File: config.mk
export PLATFORM = sky130hd
export DESIGN_NAME = bin2bcd_seq
export DESIGN_NICKNAME = d
export VERILOG_FILES = /design/src/rtl/bin2bcd_seq.sv
export SDC_FILE = /design/constraint.sdc
export NUM_CORES = 1
export LEC_CHECK = 0
export ABC_AREA = 1
export ABC_CLOCK_PERIOD_IN_PS = 1290
export BUFFER_PORTS_ARGS = -buffer_cell sky130_fd_sc_hd__buf_2
export CORE_ASPECT_RATIO = 0.6
export CORE_MARGIN = 2
export CORE_UTILIZATION = 51
export DETAILED_ROUTE_END_ITERATION = 10
export GPL_TIMING_DRIVEN = 0
export PLACE_DENSITY = 0.78
export SYNTH_ARGS = -nofsm -noshare
export SYNTH_HDL_FRONTEND = slang
export SYNTH_SLANG_ARGS = --single-unit
export TNS_END_PERCENT = 100
File: constraint.sdc
create_clock -name i_clk -period 1.29 [get_ports i_clk]
set_clock_uncertainty 0.15 [all_clocks]
set_input_delay 0.129 -clock i_clk [delete_from_list [all_inputs] [get_ports i_clk]]
set_output_delay 0.129 -clock i_clk [all_outputs]
set_load 0.02 [all_outputs]
File: src/rtl/bin2bcd_seq.sv
// bin2bcd_seq: sequential binary-to-BCD converter using shift-and-add-3,
// one input bit per clock. Results are held stable between conversions so a
// display multiplexer never sees intermediate digits. Inputs above the
// largest representable value saturate to all nines and raise o_overflow.
module bin2bcd_seq #(
  parameter int BIN_WIDTH = 14,
  parameter int DIGITS    = 4
) (
  input  logic                  i_clk,
  input  logic                  i_rst,
  input  logic [BIN_WIDTH-1:0]  i_bin,
  input  logic                  i_valid,
  output logic                  o_ready,
  output logic [DIGITS*4-1:0]   o_bcd_data,
  output logic                  o_done,
  output logic                  o_overflow
);

  // Bits needed to hold the value v-1, i.e. ceil(log2(v)).
  function automatic int clogb2(input int v);
    int r;
    r = 0;
    for (int i = 0; i < 31; i++) begin
      if ((1 << i) < v) r = i + 1;
    end
    return r;
  endfunction

  localparam int          BCD_W   = DIGITS * 4;
  localparam int          CNT_W   = clogb2(BIN_WIDTH + 1);
  localparam logic [31:0] MAX_VAL = 32'(10 ** DIGITS - 1);
  localparam logic [CNT_W-1:0] LAST_BIT = CNT_W'(BIN_WIDTH - 1);

  // Every digit >= 5 gets +3 so the following left shift carries correctly
  // into the next decimal digit; the add stays within the 4-bit nibble.
  function automatic logic [BCD_W-1:0] add3_digits(input logic [BCD_W-1:0] b);
    logic [BCD_W-1:0] r;
    r = b;
    for (int d = 0; d < DIGITS; d++) begin
      if (b[d*4 +: 4] >= 4'd5) r[d*4 +: 4] = b[d*4 +: 4] + 4'd3;
    end
    return r;
  endfunction

  // Saturated display value for out-of-range inputs: every digit shows 9.
  function automatic logic [BCD_W-1:0] sat_nines();
    return {DIGITS{4'h9}};
  endfunction

  typedef enum logic [1:0] {
    IDLE    = 2'd0,
    CONVERT = 2'd1,
    DONE    = 2'd2
  } state_t;

  state_t               state_q, state_d;
  logic [BIN_WIDTH-1:0] shift_q, shift_d;
  logic [BCD_W-1:0]     scratch_q, scratch_d;
  logic [BCD_W-1:0]     scratch_adj;
  logic [CNT_W-1:0]     cnt_q, cnt_d;
  logic                 ovf_q, ovf_d;
  logic [BCD_W-1:0]     data_q, data_d;
  logic                 ovf_out_q, ovf_out_d;
  logic                 done_q, done_d;

  // Next-state and datapath: accept in IDLE, one shift per CONVERT cycle,
  // publish the result for a single cycle in DONE.
  always_comb begin
    state_d     = state_q;
    shift_d     = shift_q;
    scratch_d   = scratch_q;
    cnt_d       = cnt_q;
    ovf_d       = ovf_q;
    data_d      = data_q;
    ovf_out_d   = ovf_out_q;
    done_d      = 1'b0;
    scratch_adj = add3_digits(scratch_q);
    case (state_q)
      IDLE: begin
        if (i_valid) begin
          shift_d   = i_bin;
          scratch_d = '0;
          cnt_d     = '0;
          ovf_d     = (32'(i_bin) > MAX_VAL);
          state_d   = CONVERT;
        end
      end
      CONVERT: begin
        // Bits leaving the top digit are dropped; overflow is already known.
        scratch_d = {scratch_adj[BCD_W-2:0], shift_q[BIN_WIDTH-1]};
        shift_d   = {shift_q[BIN_WIDTH-2:0], 1'b0};
        cnt_d     = cnt_q + CNT_W'(1);
        if (cnt_q == LAST_BIT) state_d = DONE;
      end
      DONE: begin
        data_d    = ovf_q ? sat_nines() : scratch_q;
        ovf_out_d = ovf_q;
        done_d    = 1'b1;
        state_d   = IDLE;
      end
      default: state_d = IDLE;
    endcase
  end

  // State and result registers; asynchronous active-low reset clears all.
  always_ff @(posedge i_clk or negedge i_rst) begin
    if (!i_rst) begin
      state_q   <= IDLE;
      shift_q   <= '0;
      scratch_q <= '0;
      cnt_q     <= '0;
      ovf_q     <= 1'b0;
      data_q    <= '0;
      ovf_out_q <= 1'b0;
      done_q    <= 1'b0;
    end else begin
      state_q   <= state_d;
      shift_q   <= shift_d;
      scratch_q <= scratch_d;
      cnt_q     <= cnt_d;
      ovf_q     <= ovf_d;
      data_q    <= data_d;
      ovf_out_q <= ovf_out_d;
      done_q    <= done_d;
    end
  end

  assign o_ready    = (state_q == IDLE);
  assign o_bcd_data = data_q;
  assign o_done     = done_q;
  assign o_overflow = ovf_out_q;

endmodule

==> results.txt, run 1 <==
DP HPWL: 4.05 mm
Post-detailed-placement cell area: 2950 um^2
Gr usage total: 25.8%
Via count: 2820
Clock tree from TritonCTS: done
Final Instance Area: 3820 um^2
Data required, critical path: 1400 ps
Row Count: 20
Leading cell types by total area after synthesis: sky130_fd_sc_hd__dfrtp_1 (51%), sky130_fd_sc_hd__nand2_1 (14%), sky130_fd_sc_hd__inv_1 (5.8%), sky130_fd_sc_hd__o21ai_0 (4.9%), sky130_fd_sc_hd__ha_1 (4.7%)
Horizontal extent of the die: 97.5 um
Place WS: -244 ps
Total power density per cell area: 2650 nW/um^2
Ports placed on the boundary: 36
LEAKAGE: 1.96 nW
Max Cap Violations: 0
Maximum VDD drop: 1080 uV
Net count reported at finish: 442
Total overflow reported by the global router: 0
Final max-slew violation count: 0
Antenna-violating nets left: 0
Post-layout minimum cycle time: 1440 ps
Num CTS Buffers: 5
Number of remaining DRC errors: 0
Share of synthesized area occupied by flip-flops and latches: 51.4%
Failing checks: negative setup slack
Critical path startpoint category: flip-flop
Initial core utilization: 52.9%
Tightest Pin Transition: 701 ps
Worst hold path class: primary input to flip-flop
Max Fanout on Critical Path: 6
Clock tree root buffer cell: sky130_fd_sc_hd__clkbuf_8
Most frequent standard cell in the layout excluding fill and tap cells: sky130_fd_sc_hd__nand2_1
Setup total negative slack: -2850 ps
Die Footprint: 5860 um^2
Max_slew headroom: 53.3%
Number of buffers inserted by port buffering: 35
Post-synthesis net count: 357
Nature of the critical path endpoint: flip-flop
Antenna violations before repair: 0
Post-layout util: 75.6%
Design Power: 10.1 mW
Clock tree buffer depth: 2
Average wire per cell in the routed design: 18.6 um
Result of the run: finished, violations left
Setup repair after global routing missed its margin: true
Area of the mapped netlist: 2680 um^2
DRT Wirelength: 8.97 mm
Warnings from Yosys: 0
Worst reg2reg path depth: 7
Setup slack of the critical path after layout: -145 ps
Final setup violation count: 46
Maximum clock frequency: 697 MHz
Pre-Repair DR Iteration Count: 5
Seq cells post-synth: 55
Vias/cell: 5.85
Fraction of post-synthesis cell area in the top cell type by area: 51.4%
Mean post-synth cell area: 8.11 um^2
Fraction of final layout cells sized beyond drive strength 1: 38.2%
Final number of hold-violating endpoints: 0
Worst slack on hold paths: 6.98 ps
Clock Sinks: 55
Largest area contributor in the netlist: sky130_fd_sc_hd__dfrtp_1
Final estimated routing congestion in global placement: 0.844
Clk_lat worst skew: 320 ps
Setup CP Type: flip-flop to flip-flop
Endpoint arrival time on the critical path: 1540 ps
Number of DRC markers after the initial detailed-route iteration: 343
Ant. Diodes: 0
Synth cell types: 22
H-tree depth: 2
Final period utilization: 111%
Most frequent cells in the layout: sky130_fd_sc_hd__nand2_1 (82), sky130_fd_sc_hd__dfrtp_1 (53), sky130_fd_sc_hd__buf_2 (34), sky130_fd_sc_hd__buf_4 (30), sky130_fd_sc_hd__inv_1 (29)
Worst hold path cell count: 5
Final instance count without filler cells: 482
Post-Place Cells: 431
Cells after Synth: 330
Maximum number of pins on one net before global-route repair: 56
First-pass GRT wire length: 11.7 mm
Clk pin slew, worst setup/hold paths: 100 ps
Number of global-route vias before repair: 2547
Height of the chip: 60.1 um
Area growth from synthesis to final layout: 42.9%
Total core area: 5050 um^2
## kinds of logic (layout without fill, tap and decap cells)
logic type               after synthesis  count (layout)  synth area share [%]
multiplexers                           1               1                 0.374
flip-flops                            55              55                  51.4
adder cells (fa/ha/maj)               10              10                  4.68
AO/OA/AOI/OAI                         60              60                  11.7
buffers and inverters                 54             140                  8.61
AND/OR/NAND/NOR                      150             150                  23.2
## cell type report
type                    count  area, um^2
flip-flops and latches     55        1380
multi-input cells         221        1370
fillers                   298        1230
repair buffers             78         598
inverters                  46         188
plain buffers               8        90.1
clock buffers               6        82.6
well taps                  66        82.6
clock inverters             2        35.0
## per-layer routing
layer,up-vias,wire length (um),track usage (%),part of all wire (%)
met5,-,0,0,0
met3,50,841,5.85,9.4
met4,0,368,11.5,4.1
met2,196,4100,42.4,46
met1,1349,3660,33.6,41
li1,1225,-,-,-
## timing repair
action | CTS | global route
buffers inserted | 22 | 8
gates cloned | 1 | 2
hold endpoints to repair | 61 | 29
pin swaps | 13 | 16
setup endpoints to repair | 52 | 55
gates resized for setup | 44 | 77
hold buffers | 8 | 1
## cell usage after synthesis (all sizes together)
cell type and number:
ha 10, nor2 19, dfrtp 55, o21bai 3, o21ai 47, nand2 101, nand4 8, o22ai 1
nand3 22, buf 7, inv 46, clkbuf 1, mux2i 1, a21oi 9
## power breakdown
part           internal, mW  switching [mW]  total, mW  leakage, nW
Combinational          2.48            3.44       5.92         1.24
Clock                 0.629           0.584       1.21       0.0612
Sequential             2.42           0.565       2.99        0.654
Total                  5.54            4.59       10.1         1.96
## registers in the layout (all words and copies together) (netlist names)
name        cells
scratch_q      16
shift_q        14
o_done          1
o_overflow      1
ovf_q           1
state_q         2
cnt_q           4
o_bcd_data     16
## final timing paths
check                         startpoint       endpoint  slack [ps]
max                           state_q[1]    shift_q[12]        -150
min                            i_bin[10]    shift_q[10]           7
max reg2reg                   state_q[1]    shift_q[12]        -150
min reg2reg                o_bcd_data[9]  o_bcd_data[9]         340
max in group asynchronous          i_rst   scratch_q[0]         170
min in group asynchronous          i_rst       cnt_q[2]         230
## critical path, stage by stage, from the launching register on
cell                      delay (ps)
sky130_fd_sc_hd__dfrtp_2         470
sky130_fd_sc_hd__inv_4           100
sky130_fd_sc_hd__nand2_4          60
sky130_fd_sc_hd__buf_8           150
sky130_fd_sc_hd__buf_8           130
sky130_fd_sc_hd__o21ai_1         150
sky130_fd_sc_hd__nand2_1          80
sky130_fd_sc_hd__nand2_1          70
No activity file was read; power rests on OpenSTA's default activity.
==> inputs of run 2 (changes only) <==
--- a/config.mk
+++ b/config.mk
@@ -6,14 +6,14 @@
 export NUM_CORES = 1
 export LEC_CHECK = 0
 export ABC_AREA = 1
-export ABC_CLOCK_PERIOD_IN_PS = 1290
+export ABC_CLOCK_PERIOD_IN_PS = 1550
 export BUFFER_PORTS_ARGS = -buffer_cell sky130_fd_sc_hd__buf_2
 export CORE_ASPECT_RATIO = 0.6
-export CORE_MARGIN = 2
-export CORE_UTILIZATION = 51
+export CORE_MARGIN = 3
+export CORE_UTILIZATION = 57
 export DETAILED_ROUTE_END_ITERATION = 10
 export GPL_TIMING_DRIVEN = 0
-export PLACE_DENSITY = 0.78
+export PLACE_DENSITY = 0.82
 export SYNTH_ARGS = -nofsm -noshare
 export SYNTH_HDL_FRONTEND = slang
 export SYNTH_SLANG_ARGS = --single-unit
==> constraint.sdc (replaced) <==
create_clock -name i_clk -period 1.55 [get_ports i_clk]
set_clock_uncertainty 0.15 [all_clocks]
set_input_delay 0.155 -clock i_clk [delete_from_list [all_inputs] [get_ports i_clk]]
set_output_delay 0.155 -clock i_clk [all_outputs]
set_load 0.02 [all_outputs]
==> run 2 against run 1 <==
Compared with the run above:
- the flow finishes with violations (negative hold slack)
- flip-flop and latch count is the same
- core utilization is 3.2 points lower
- sequential share of layout area grew 8.1 points
- final cell count down 8.5%
- via count down 17%
- critical endpoint is now scratch_q[4]
- largest power group unchanged
- highest routed layer unchanged
==> results.txt, run 2 (same netlist as run 1, synthesis figures left out) <==
Result of the run: finished, violations left
Failing checks: negative hold slack
Antenna-violating nets left: 0 (unchanged)
Clk pin slew, worst setup/hold paths: 100 ps (about the same)
DRT Wirelength: 5.96 mm (-34%)
Critical path startpoint category: flip-flop
Average wire per cell in the routed design: 13.5 um (-27%)
H-tree depth: 2 (unchanged)
Number of global-route vias before repair: 2151 (-16%)
Setup slack of the critical path after layout: 62.0 ps (+207 ps)
Max Fanout on Critical Path: 5 (-1)
Total core area: 4300 um^2 (-15%)
DP HPWL: 4.01 mm (-1.1%)
Number of remaining DRC errors: 0 (unchanged)
Max_slew headroom: 21.4% (-32 points)
Final number of hold-violating endpoints: 55 (+55)
Clock tree root buffer cell: sky130_fd_sc_hd__clkbuf_8
FF-to-FF setup slack: 60 ps (+210 ps)
Final setup violation count: 0 (-100%)
Data required, critical path: 1630 ps (+230 ps)
Num CTS Buffers: 5 (unchanged)
Final max-slew violation count: 0 (unchanged)
Endpoint arrival time on the critical path: 1570 ps (+30 ps)
LEAKAGE: 1.65 nW (-16%)
Total power density per cell area: 2000 nW/um^2 (-24%)
Clock Sinks: 55 (unchanged)
Most frequent cells in the layout: sky130_fd_sc_hd__nand2_1 (99), sky130_fd_sc_hd__dfrtp_1 (54), sky130_fd_sc_hd__buf_2 (39), sky130_fd_sc_hd__inv_1 (35), sky130_fd_sc_hd__o21ai_0 (26)
Vias/cell: 5.33 (-8.8%)
Antenna violations before repair: 0 (unchanged)
Number of DRC markers after the initial detailed-route iteration: 196 (-43%)
Maximum clock frequency: 672 MHz (-3.5%)
Clock tree from TritonCTS: done
Nature of the critical path endpoint: flip-flop
Final period utilization: 96.0% (-15 points)
Worst slack on hold paths: -72.6 ps (-79.6 ps)
Net count reported at finish: 407 (-7.9%)
Post-layout minimum cycle time: 1490 ps (+52.8 ps)
Clock tree buffer depth: 2 (unchanged)
Maximum VDD drop: 969 uV (-10%)
Clk_lat worst skew: 310 ps (about the same)
Die Footprint: 5580 um^2 (-4.8%)
Ant. Diodes: 0 (unchanged)
Final estimated routing congestion in global placement: 0.851 (+0.82%)
Most frequent standard cell in the layout excluding fill and tap cells: sky130_fd_sc_hd__nand2_1
Fraction of final layout cells sized beyond drive strength 1: 19.7% (-19 points)
Setup CP Type: flip-flop to flip-flop
Maximum number of pins on one net before global-route repair: 56 (unchanged)
Via count: 2352 (-17%)
Area growth from synthesis to final layout: 16.5%
Setup total negative slack: 0 ps (+2850 ps)
Tightest Pin Transition: 1180 ps (+478 ps)
Pre-Repair DR Iteration Count: 5 (unchanged)
Horizontal extent of the die: 94.4 um (-3.1%)
Initial core utilization: 62.2% (+9.3 points)
Place WS: 51.9 ps (+296 ps)
Ports placed on the boundary: 36 (unchanged)
Final Instance Area: 3120 um^2 (-18%)
Post-detailed-placement cell area: 2930 um^2 (-0.68%)
Worst hold path class: primary input to async pin
Row Count: 18 (-10%)
Worst reg2reg path depth: 7 (unchanged)
First-pass GRT wire length: 9.87 mm (-15%)
Gr usage total: 22.7% (-3.0 points)
Max Cap Violations: 0 (unchanged)
Number of buffers inserted by port buffering: 35 (unchanged)
Total overflow reported by the global router: 0 (unchanged)
Height of the chip: 59.1 um (-1.7%)
-- run 2: cell count changes in the layout (fill, tap and decap cells not counted), sizes merged --
cell	change
inv	+1
clkbuf	-2
clkinvlp	+1
buf	-28
dlygate4sd3	-6
bufinv	-1
-- run 2: final cells by class --
cell class	instances	area, um^2
Timing Repair Buffer	43	243
Clock buffer	5	68.8
Buffer	8	58.8
Multi-Input combinational cell	221	1090
Inverter	46	175
Clock inverter	3	25.0
Tap cell	60	75.1
Fill cell	333	1180
Sequential cell	55	1380
-- run 2: final timing paths --
path                              start           end
max                        scratch_q[0]  scratch_q[4]
min                               i_rst    shift_q[5]
max reg2reg                scratch_q[0]  scratch_q[4]
min reg2reg                 shift_q[13]   shift_q[13]
max in group asynchronous         i_rst  scratch_q[4]
min in group i_clk            i_bin[13]         ovf_q
-- run 2: where the power goes --
group	internal, mW	leakage [nW]	switching (mW)
logic	1.08	0.948	1.94
clock network	0.324	0.0443	0.491
registers	2.02	0.655	0.387
total	3.42	1.65	2.82
-- run 2: timing repair --
action                                  CTS  global route
resized for setup                         0            13
buffers inserted                          0             5
endpoints found under the hold margin    57             0
hold buffers                              3             0
endpoints found under the setup margin    0            25
-- run 2: routing by layer --
metal	routed length (um)	part of all wire (%)	track usage, %	up-vias
met2	2680	45	34.8	81
met3	326	5.5	4.31	5
met4	39	0.65	6.38	0
met1	2910	49	33.5	1109
met5	0	0	0	-
li1	-	-	-	1157
-- run 2: metrics by stage --
| step | power, mW | std cells | util [%] |
|---|---|---|---|
| 4_1_cts | 6.09 | 436 | 70.9 |
| 3_5_place_dp | 5.26 | 425 | 68.0 |
| 5_1_grt | 6.82 | 441 | 72.5 |
| 3_3_place_gp | 5.15 | 425 | 68.0 |
| 6_report | 6.24 | 441 | 72.5 |
| 2_1_floorplan | 4.49 | 330 | - |
-- run 2: critical path, cell delays in order, from the launching register on --
cell and delay [ps]:
sky130_fd_sc_hd__dfrtp_1 410, sky130_fd_sc_hd__inv_2 90, sky130_fd_sc_hd__ha_1 220, sky130_fd_sc_hd__inv_1 70
sky130_fd_sc_hd__nand2_1 110, sky130_fd_sc_hd__nand3_2 120, sky130_fd_sc_hd__nand2_1 70, sky130_fd_sc_hd__o21bai_1 170
